==> src/rtl/traffic_light_ctrl.sv <==
// traffic_light_ctrl: two-road traffic-light controller driven by a periodic tick.
// Green holds while the road's sensor reports traffic and the minimum green has elapsed.
// The phase order is green, yellow, all-red, then the other road's green.
// Dwell times are counted in ticks, not clock cycles.
// Optional feature macro TL_MAX_GREEN_EN adds a forced green timeout (MAX_GREEN_TICKS).
// When the macro is defined, the controller also drives a max_green_hit pulse output.
module traffic_light_ctrl #(
    parameter int MIN_GREEN_TICKS = 4,
    parameter int YELLOW_TICKS    = 3,
    parameter int ALL_RED_TICKS   = 1,
    parameter int MAX_GREEN_TICKS = 8
) (
    input  logic       clk,
    input  logic       reset,
    input  logic       tick,
    input  logic       ta,
    input  logic       tb,
    output logic [1:0] la,
    output logic [1:0] lb,
    output logic       green_start
`ifdef TL_MAX_GREEN_EN
    ,
    output logic       max_green_hit
`endif
);

    // Counter width covers the largest dwell parameter.
    localparam int P_01  = (MIN_GREEN_TICKS > YELLOW_TICKS) ? MIN_GREEN_TICKS : YELLOW_TICKS;
    localparam int P_23  = (ALL_RED_TICKS > MAX_GREEN_TICKS) ? ALL_RED_TICKS : MAX_GREEN_TICKS;
    localparam int P_MAX = (P_01 > P_23) ? P_01 : P_23;
    localparam int CW    = $clog2(P_MAX + 1);

    localparam logic [1:0] L_GRN = 2'b00;
    localparam logic [1:0] L_YEL = 2'b01;
    localparam logic [1:0] L_RED = 2'b10;

    typedef enum logic [2:0] {
        A_GRN = 3'd0,
        A_YEL = 3'd1,
        A_RR  = 3'd2,
        B_GRN = 3'd3,
        B_YEL = 3'd4,
        B_RR  = 3'd5
    } state_t;

    state_t          r_state;
    logic [CW-1:0]   r_cnt;
    logic [1:0]      r_la;
    logic [1:0]      r_lb;
    logic            r_green_start;
`ifdef TL_MAX_GREEN_EN
    logic            r_max_hit;
    logic            w_max_ok;
`endif

    state_t          w_state_next;
    logic [CW:0]     w_n;
    logic            w_min_ok;
    logic            w_yel_ok;
    logic            w_rr_ok;
    logic            w_changed;
    logic            w_timeout;
    logic            w_green_entry;
    logic [1:0]      w_la_next;
    logic [1:0]      w_lb_next;

    // n is the tick count including the current tick; one bit wider so it never wraps.
    assign w_n      = {1'b0, r_cnt} + (CW + 1)'(1);
    assign w_min_ok = (w_n >= (CW + 1)'(MIN_GREEN_TICKS));
    assign w_yel_ok = (w_n >= (CW + 1)'(YELLOW_TICKS));
    assign w_rr_ok  = (w_n >= (CW + 1)'(ALL_RED_TICKS));
`ifdef TL_MAX_GREEN_EN
    assign w_max_ok = (w_n >= (CW + 1)'(MAX_GREEN_TICKS));
`endif

    // Next-state decision; phases advance only on tick, illegal codes recover at once.
    always_comb begin
        w_state_next = r_state;
        w_timeout    = 1'b0;
        case (r_state)
            A_GRN: begin
                if (tick) begin
                    if (w_min_ok && !ta) begin
                        w_state_next = A_YEL;
                    end
`ifdef TL_MAX_GREEN_EN
                    else if (w_max_ok) begin
                        w_state_next = A_YEL;
                        w_timeout    = 1'b1;
                    end
`endif
                end
            end
            A_YEL:   if (tick && w_yel_ok) w_state_next = A_RR;
            A_RR:    if (tick && w_rr_ok)  w_state_next = B_GRN;
            B_GRN: begin
                if (tick) begin
                    if (w_min_ok && !tb) begin
                        w_state_next = B_YEL;
                    end
`ifdef TL_MAX_GREEN_EN
                    else if (w_max_ok) begin
                        w_state_next = B_YEL;
                        w_timeout    = 1'b1;
                    end
`endif
                end
            end
            B_YEL:   if (tick && w_yel_ok) w_state_next = B_RR;
            B_RR:    if (tick && w_rr_ok)  w_state_next = A_GRN;
            default: w_state_next = A_GRN;
        endcase
    end

    assign w_changed     = (w_state_next != r_state);
    assign w_green_entry = w_changed
                         && ((w_state_next == A_GRN) || (w_state_next == B_GRN))
                         && ((r_state == A_RR) || (r_state == B_RR));

    // Lamp decode of the upcoming state so the lamp registers track the state register.
    always_comb begin
        w_la_next = L_RED;
        w_lb_next = L_RED;
        case (w_state_next)
            A_GRN:   w_la_next = L_GRN;
            A_YEL:   w_la_next = L_YEL;
            B_GRN:   w_lb_next = L_GRN;
            B_YEL:   w_lb_next = L_YEL;
            default: ;
        endcase
    end

    // State, dwell counter and registered lamp/pulse outputs.
    always_ff @(posedge clk or posedge reset) begin
        if (reset) begin
            r_state       <= A_GRN;
            r_cnt         <= '0;
            r_la          <= L_GRN;
            r_lb          <= L_RED;
            r_green_start <= 1'b0;
`ifdef TL_MAX_GREEN_EN
            r_max_hit     <= 1'b0;
`endif
        end else begin
            r_state       <= w_state_next;
            r_la          <= w_la_next;
            r_lb          <= w_lb_next;
            r_green_start <= w_green_entry;
`ifdef TL_MAX_GREEN_EN
            r_max_hit     <= w_timeout;
`endif
            if (w_changed) begin
                r_cnt <= '0;
            end else if (tick && (r_cnt != {CW{1'b1}})) begin
                r_cnt <= r_cnt + CW'(1);
            end
        end
    end

    assign la          = r_la;
    assign lb          = r_lb;
    assign green_start = r_green_start;
`ifdef TL_MAX_GREEN_EN
    assign max_green_hit = r_max_hit;
`endif

endmodule

==> config.mk <==
export PLATFORM = sky130hd
export DESIGN_NAME = traffic_light_ctrl
export DESIGN_NICKNAME = d
export VERILOG_FILES = /design/src/rtl/traffic_light_ctrl.sv
export SDC_FILE = /design/constraint.sdc
export NUM_CORES = 1
export LEC_CHECK = 0
export BUFFER_PORTS_ARGS = -buffer_cell sky130_fd_sc_hd__buf_2
export CAP_MARGIN = 25
export CORE_MARGIN = 2
export CORE_UTILIZATION = 51
export CTS_CLUSTER_DIAMETER = 200
export DETAILED_ROUTE_END_ITERATION = 16
export GPL_TIMING_DRIVEN = 0
export PLACE_DENSITY_LB_ADDON = 0.25
export SKIP_LAST_GASP = 1
export SYNTH_ARGS = -nofsm -noshare
export SYNTH_HDL_FRONTEND = slang
export SYNTH_SLANG_ARGS = --single-unit
export TNS_END_PERCENT = 50
==> constraint.sdc <==
create_clock -name clk -period 1.88 [get_ports clk]
set_input_delay 0.376 -clock clk [delete_from_list [all_inputs] [get_ports clk]]
set_output_delay 0.376 -clock clk [all_outputs]
set_load 0.05 [all_outputs]
# Word level (Yosys, flattened, before mapping)

Cells that the tools add are included.

Register bits after elaboration: 12
Output and inout port bits: 5
Bits of input ports: 5
Word-level logic and storage cells: 47

Eq/ne operators: 10
Muxes and demuxes: 13
$lt $le $gt $ge: 3
Reductions and logical operators: 14
$add $sub $neg: 2

Operator list:

| cell                                                              | number |
|---|---|
| 2-to-1 mux 3 bit                                                  | 8 |
| case mux 3 bit (6 select lines)                                   | 1 |
| == test 3 x 2 -> 1 bit, second input constant                     | 3 |
| == test 3 bit, second input constant                              | 3 |
| 2-to-1 mux 4 bit                                                  | 2 |
| case mux 2 bit (2 select lines)                                   | 2 |
| logical AND 1 bit                                                 | 7 |
| == test 3 x 1 -> 1 bit, second input constant                     | 2 |
| zero test 3 bit                                                   | 2 |
| adder 4 x 1 -> 5 bit, second input constant                       | 1 |
| greater-or-equal comparator 5 x 1 -> 1 bit, second input constant | 1 |
| greater-or-equal comparator 5 x 2 -> 1 bit, second input constant | 1 |
| greater-or-equal comparator 5 x 3 -> 1 bit, second input constant | 1 |
| adder 4 x 1 -> 4 bit, second input constant                       | 1 |
| inequality test 4 bit, second input constant                      | 1 |
| inequality test 3 bit                                             | 1 |
| zero test 1 bit                                                   | 2 |
| logical OR 1 bit                                                  | 2 |
| nonzero test 2 bit                                                | 1 |

# Depth between registers and ports, before layout

Gate-level depths: netlist of run 1.

Depth in word-level cells: 10
Mapped depth: 7
Mapped depth without buffers: 7

# Worst setup path before layout of run 1

Ideal clock, no wire load.

Path kind: register -> register
Start: reg r_cnt[0]
End: reg r_cnt[3]
Data arrival time: 1.842 ns
Stages on the path, launching flop included: 8
Slack: -0.057 ns
Setup time: 0.095 ns
Path through: dfrtp_1 -> inv_2 -> ha_1 -> nor3b_2 -> a32oi_1 -> nor4b_2 -> o311ai_2 -> nor4b_2

Longest elaborated chain between the ends: 8

Ends and longest elaborated chain:

| element                                                | line   | source |
|---|---|---|
| from (decl)                                            | 47     | `logic [CW-1:0] r_cnt;` |
| from (signal assigned)                                 | 155    | `r_cnt <= r_cnt + CW'(1);` |
| adder 4 x 1 -> 5 bit                                   | 68     | `assign w_n = {1'b0, r_cnt} + (CW + 1)'(1);` |
| greater-or-equal comparator 5 x 3 -> 1 bit             | 69     | `assign w_min_ok = (w_n >= (CW + 1)'(MIN_GREEN_TICKS));` |
| logical AND 1 bit, on equally long branches            | 98, 83 |  |
| 2-to-1 mux 3 bit, on equally long branches             | 98, 83 |  |
| 2-to-1 mux 3 bit, on equally long branches             | 97, 82 |  |
| case mux 3 bit (6 select lines)                        | 80     | `case (r_state)` |
| inequality test 3 bit                                  | 115    | `assign w_changed = (w_state_next != r_state);` |
| 2-to-1 mux 4 bit or nonzero test 2 bit (tied branches) | -      |  |

Several ways; a longest one is shown, not always the timed one. The select of a mux whose other input is x is not followed.
A chain may end at the register's enable or synchronous reset.

# Worst setup path in the final report of run 1

Same ends and word-level chain as after synthesis.

==> results of run 1 <==
through the flow:
stage	hold WS, ns	std cells	setup WS (ns)
finish	0.08549	144	-0.08120
floorplan	0.2400	96	-0.01058
detailed placement	0.4076	130	-0.3036
global placement	0.3959	130	-0.2362
CTS	0.1021	144	-0.06849
global route	0.1207	144	-0.1606
routing by layer:
| layer | wire, um | global-route usage, % | vias to the layer above | part of all wire (%) |
|---|---|---|---|---|
| li1 | - | - | 393 | - |
| met1 | 918 | 26.78 | 398 | 41 |
| met2 | 1152 | 41.67 | 26 | 51 |
| met3 | 77 | 5.098 | 12 | 3.4 |
| met4 | 101 | 15.00 | 0 | 4.5 |
| met5 | 0 | 0 | - | 0 |
path summary, 6_finish.rpt:
path | cells past startpoint | startpoint | end | slack [ns]
hold / removal | 2 | reset | la[1] | 0.09
setup / recovery | 6 | r_cnt[0] | r_cnt[3] | -0.08
hold reg to reg | 2 | r_state[2] | r_state[1] | 0.59
setup reg to reg | 6 | r_cnt[0] | r_cnt[3] | -0.08
max in group asynchronous | 2 | reset | lb[1] | 1.46
min in group clk | 3 | ta | la[0] | 0.42
cell usage in the layout (no fill, tap or decap), drive strengths merged, types with 2 or more instances in the layout:
cell	netlist	final
and2	3	3
nand2	9	9
inv	7	7
mux2i	3	3
clkbuf	1	5
o211ai	3	3
buf	5	24
nand2b	5	5
o311ai	3	3
dfrtp	11	11
ha	3	3
nor3	4	4
a21oi	6	6
a21boi	2	2
nor2	6	6
nor4b	3	3
nand3	2	2
nor2b	2	2
or3	3	3
kinds of logic after synthesis:
family / share of synthesized area, %
and+or+nand+nor: 25.94
muxes: 4.436
adders and majority gates: 4.033
DFF: 32.39
xor gates and xnor gates: 0.9410
AOI/OAI and AO/OA: 25.27
buffers and inverters: 6.987
power by group through the flow:
stage / sequential [mW] / combinational (mW) / clock, mW
3_5_place_dp: 0.435 / 1.10 / 0
3_3_place_gp: 0.432 / 1.07 / 0
2_1_floorplan: 0.554 / 0.765 / 0
5_1_grt: 0.451 / 1.52 / 0.234
6_report: 0.440 / 1.42 / 0.216
4_1_cts: 0.431 / 1.38 / 0.219
area by class of cell:
| class | count | area (um^2) | area share, % |
|---|---|---|---|
| inverter | 7 | 28.78 | 2.388 |
| timing repair buffer | 19 | 136.4 | 11.32 |
| tap | 25 | 31.28 | 2.596 |
| multi-input combinational | 71 | 629.4 | 52.23 |
| clock buffer | 4 | 36.28 | 3.011 |
| sequential | 12 | 304.0 | 25.23 |
| buffer | 6 | 38.79 | 3.219 |
what timing repair did:
action	4_1_cts	5_1_grt
buffers inserted	10	0
hold buffers	0	0
resized for setup	10	5
endpoints found under the setup margin	10	10
pin swaps	11	5
sequential cells by signal, indices dropped and copies added (netlist names):
name	count
green_start	1
lb	2
la	2
r_state	3
r_cnt	4
==> impl_metrics.json, run 1 <==
{
  "drc_errors": 0,
  "setup_viol": 7,
  "p_int_mw": 1.106,
  "total_power_mw": 2.079,
  "status": "finished, violations left",
  "max_slew_margin_pct": 69.46,
  "synthTopCellsByArea": "dfrtp_1 (30%), nor4b_2 (4.8%), ha_1 (4.0%)",
  "via_per_inst": 5.757,
  "dpl.hpwl_mm": 1.483,
  "end_kind": "flip-flop",
  "insertion_delay_ns": 0.28,
  "finalCritPeriodShare_pct": 104.3,
  "synth_top_area_cell": "dfrtp_1",
  "vdd_ir_drop_max_uv": 1027,
  "yosys_warnings": 0,
  "grt_max_degree": 13,
  "synthTopCellsByCount": "dfrtp_1 (11), nand2_1 (8), inv_1 (6), nor2_1 (6)",
  "place.gp.congestion": 0.9073,
  "pwr-share-seq_pct": 21.2,
  "pin_count": 10,
  "detail-route-antenna-nets": 0,
  "path_cells": "inv_4 -> ha_4 -> or3_4 -> o311ai_4 -> nand2_2 -> nor4b_2",
  "drt-wirelength-per-cell_um": 15.62,
  "core-area_um2": 1727,
  "synth_top_area_share_pct": 29.57,
  "area_delta_synth_final_pct": 29.44,
  "synth.most_common_cell": "dfrtp_1",
  "drt_iter0_markers": 15,
  "grt_first_pass_wirelength_mm": 3.581,
  "power_density_nw_per_um2": 1726,
  "layout_setup_ws_ns": -0.08120,
  "cts_made_buffers": 3,
  "cp_max_fo": 4,
  "antenna_found_initial": 0,
  "timing.final.crit_period_ns": 1.961,
  "cp-start-kind": "flip-flop",
  "portBuffers": 9,
  "synth_seq_cells": 12,
  "root_buffer": "clkbuf_4",
  "die_h_um": 46.73,
  "final_max_slew_viol_count": 0,
  "synthCells": 96,
  "nets": 128,
  "clockPowerShare_pct": 10.4,
  "hp-class": "primary input to async pin",
  "finalHoldViolations": 0,
  "crit_type": "flip-flop to flip-flop",
  "setup_tns_ns": -0.4225,
  "synth_ff_type": "dfrtp_1",
  "drive_gt1_share_pct": 45.38,
  "dr.pass1.iters": 4,
  "p_sw_mw": 0.9729,
  "cp_data_arrival_time_ns": 2.15,
  "fill_cells": 136,
  "yosys.cell_types.count": 45,
  "synth_edf_count": 0,
  "ys_seq_area_share_pct": 32.39,
  "cp_num_buf_inv": 1,
  "clock-sinks": 12,
  "crit_path_max_incr_delay_ns": 0.47,
  "overflow": 0,
  "crit_required_ns": 2.07,
  "swShare_pct": 46.79,
  "vias": 829,
  "clockBufferDepth": 2,
  "netlist_area_um2": 930.9,
  "pwr-share-comb_pct": 68.4,
  "synth.net_count": 104,
  "skew_ns": 0.002671,
  "violations": "setup timing",
  "fin_area_um2": 1205,
  "htreeDepth": 1,
  "cp_top_family": "simple AND/OR/NAND/NOR gates",
  "synthArstFlopShare_pct": 100.0,
  "synth.avg_cell_area_um2": 9.697,
  "cts_tree": "built",
  "rsz0062_at_grt": "yes",
  "grt_pass1_vias": 808,
  "utilization_pct": 69.78,
  "fp.dieArea_um2": 2183,
  "p_leak_nw": 0.5300,
  "rows": 15,
  "diodes": 0,
  "track_usage_pct": 24.11,
  "tightestPinTransition_ns": 0.4581,
  "die-width_um": 46.73,
  "crit_slowest_cell": "dfrtp_2",
  "clock.fmax_mhz": 509.9,
  "wl_mm": 2.249,
  "clk_pin_slew_ns": 0.08,
  "post_dp_cell_area_um2": 1020,
  "maxCapViolCount": 0,
  "initial_core_util_pct": 53.91
}
Note: power is estimated with default switching activity, not from simulation.
==> inputs of run 2 (changes only) <==
SKIP_CTS_REPAIR_TIMING = 1   (was default)
==> impl_metrics.json, run 2 (synthesis gave the netlist of run 1 again) <==
{
  "status": "finished, violations left",
  "violations": "setup timing",
  "post_dp_cell_area_um2": 1020,
  "final_max_slew_viol_count": 0,
  "largest_register_ffs": 4,
  "root_buffer": "clkbuf_4",
  "portBuffers": 9,
  "drc_errors": 0,
  "cp_data_arrival_time_ns": 2.22,
  "fill_cells": 137,
  "clk_pin_slew_ns": 0.08,
  "timing.final.crit_period_ns": 2.034,
  "p_leak_nw": 0.5372,
  "final_cell_mix": "buf_2 (11), buf_4 (11), dfrtp_1 (9), nand2_1 (8), nor2_1 (6)",
  "insertion_delay_ns": 0.29,
  "nets": 128,
  "vdd_ir_drop_max_uv": 906.7,
  "hp-class": "primary input to async pin",
  "startpoint": "r_cnt[0]",
  "track_usage_pct": 20.57,
  "area_delta_synth_final_pct": 31.72,
  "overflow": 0,
  "dpl.hpwl_mm": 1.483,
  "tightestPinTransition_ns": 0.4942,
  "vias": 819,
  "finalCritPeriodShare_pct": 108.2,
  "layout_setup_ws_ns": -0.1544,
  "clockBufferDepth": 2,
  "diodes": 0,
  "drt_iter0_markers": 20,
  "end_kind": "flip-flop",
  "largest-register": "r_cnt",
  "fin_area_um2": 1226,
  "top_layer": "met4",
  "skew_ns": 0.005065,
  "seqCellArea_um2": 304.0,
  "wl_met2_mm": 1.168,
  "initial_core_util_pct": 53.91,
  "finalHoldViolations": 0,
  "reg_top3": "r_cnt: 4 flops, r_state: 3 flops",
  "antenna_found_initial": 0,
  "wl_met3_um": 87,
  "htreeDepth": 1,
  "r2r_start": "r_cnt[0]",
  "grt_first_pass_wirelength_mm": 3.098,
  "power_density_nw_per_um2": 1719,
  "dr.pass1.iters": 4,
  "cts_tree": "built",
  "setup_viol": 7,
  "place.gp.congestion": 0.9073,
  "cts_made_buffers": 3,
  "wl_mm": 2.370,
  "die_h_um": 46.73,
  "core-area_um2": 1727,
  "setup_tns_ns": -0.7078,
  "crit_required_ns": 2.07,
  "via_per_inst": 5.688,
  "rows": 15,
  "crit_type": "flip-flop to flip-flop",
  "multi_input_area_um2": 669.4,
  "die-width_um": 46.73,
  "drt-wirelength-per-cell_um": 16.46,
  "grt_pass1_vias": 710,
  "detail-route-antenna-nets": 0,
  "clock-sinks": 12,
  "cp-start-kind": "flip-flop",
  "pin_count": 10,
  "grt_max_degree": 13,
  "maxCapViolCount": 0,
  "post-place-cells": 130,
  "drive_gt1_share_pct": 44.54,
  "clock.fmax_mhz": 491.5,
  "final_cells": 144,
  "rsz0062_at_grt": "yes",
  "cp_max_fo": 6,
  "utilization_pct": 71.01,
  "max_slew_margin_pct": 67.05,
  "wl_met1_mm": 1.009,
  "fp.dieArea_um2": 2183
}
[run 2: power breakdown]
| part | leakage (nW) | switching (mW) | internal [mW] |
|---|---|---|---|
| logic | 0.369 | 0.832 | 0.611 |
| registers | 0.147 | 0.0846 | 0.362 |
| clock network | 0.0210 | 0.100 | 0.118 |
[run 2: through the flow]
| stage | hold slack [ns] | setup slack [ns] | power [mW] |
|---|---|---|---|
| after floorplan | 0.2400 | -0.01058 | 1.319 |
| after global placement | 0.3959 | -0.2362 | 1.498 |
| after detailed placement | 0.4076 | -0.3036 | 1.530 |
| after CTS | 0.1022 | -0.3374 | 1.751 |
| after global routing | 0.1125 | -0.2161 | 2.238 |
| final | 0.07982 | -0.1544 | 2.108 |
[run 2: layer usage]
layer  global-route usage [%]  up-vias
li1                         -      393
met3                    3.529       11
met4                    8.333        0
met5                        0        -
met2                    36.39       29
met1                    24.53      386
[run 2: path summary, 6_finish.rpt]
| check | end | slack, ns | cells after the start |
|---|---|---|---|
| min in group clk | la[0] | 0.41 | 3 |
| hold / removal | la[1] | 0.08 | 2 |
| max in group asynchronous | lb[1] | 1.46 | 2 |
| setup / recovery | r_cnt[3] | -0.15 | 7 |
| setup reg to reg | r_cnt[3] | -0.15 | 7 |
| hold reg to reg | r_state[1] | 0.59 | 2 |
[run 2: layout make-up]
cell class                      instances  area share, %
Timing Repair Buffer                   19          9.592
Buffer                                  6          3.163
Clock buffer                            4          2.959
Sequential cell                        12          24.80
Multi-Input combinational cell         71          54.59
Tap cell                               25          2.551
Inverter                                7          2.347
[run 2: worst max-delay path, stage by stage (launching register included)]
cell	delay [ns]
dfrtp_2	0.48
inv_4	0.09
ha_4	0.21
nor3b_4	0.24
a32oi_2	0.10
nor4b_4	0.35
o311ai_4	0.16
nor4b_2	0.30
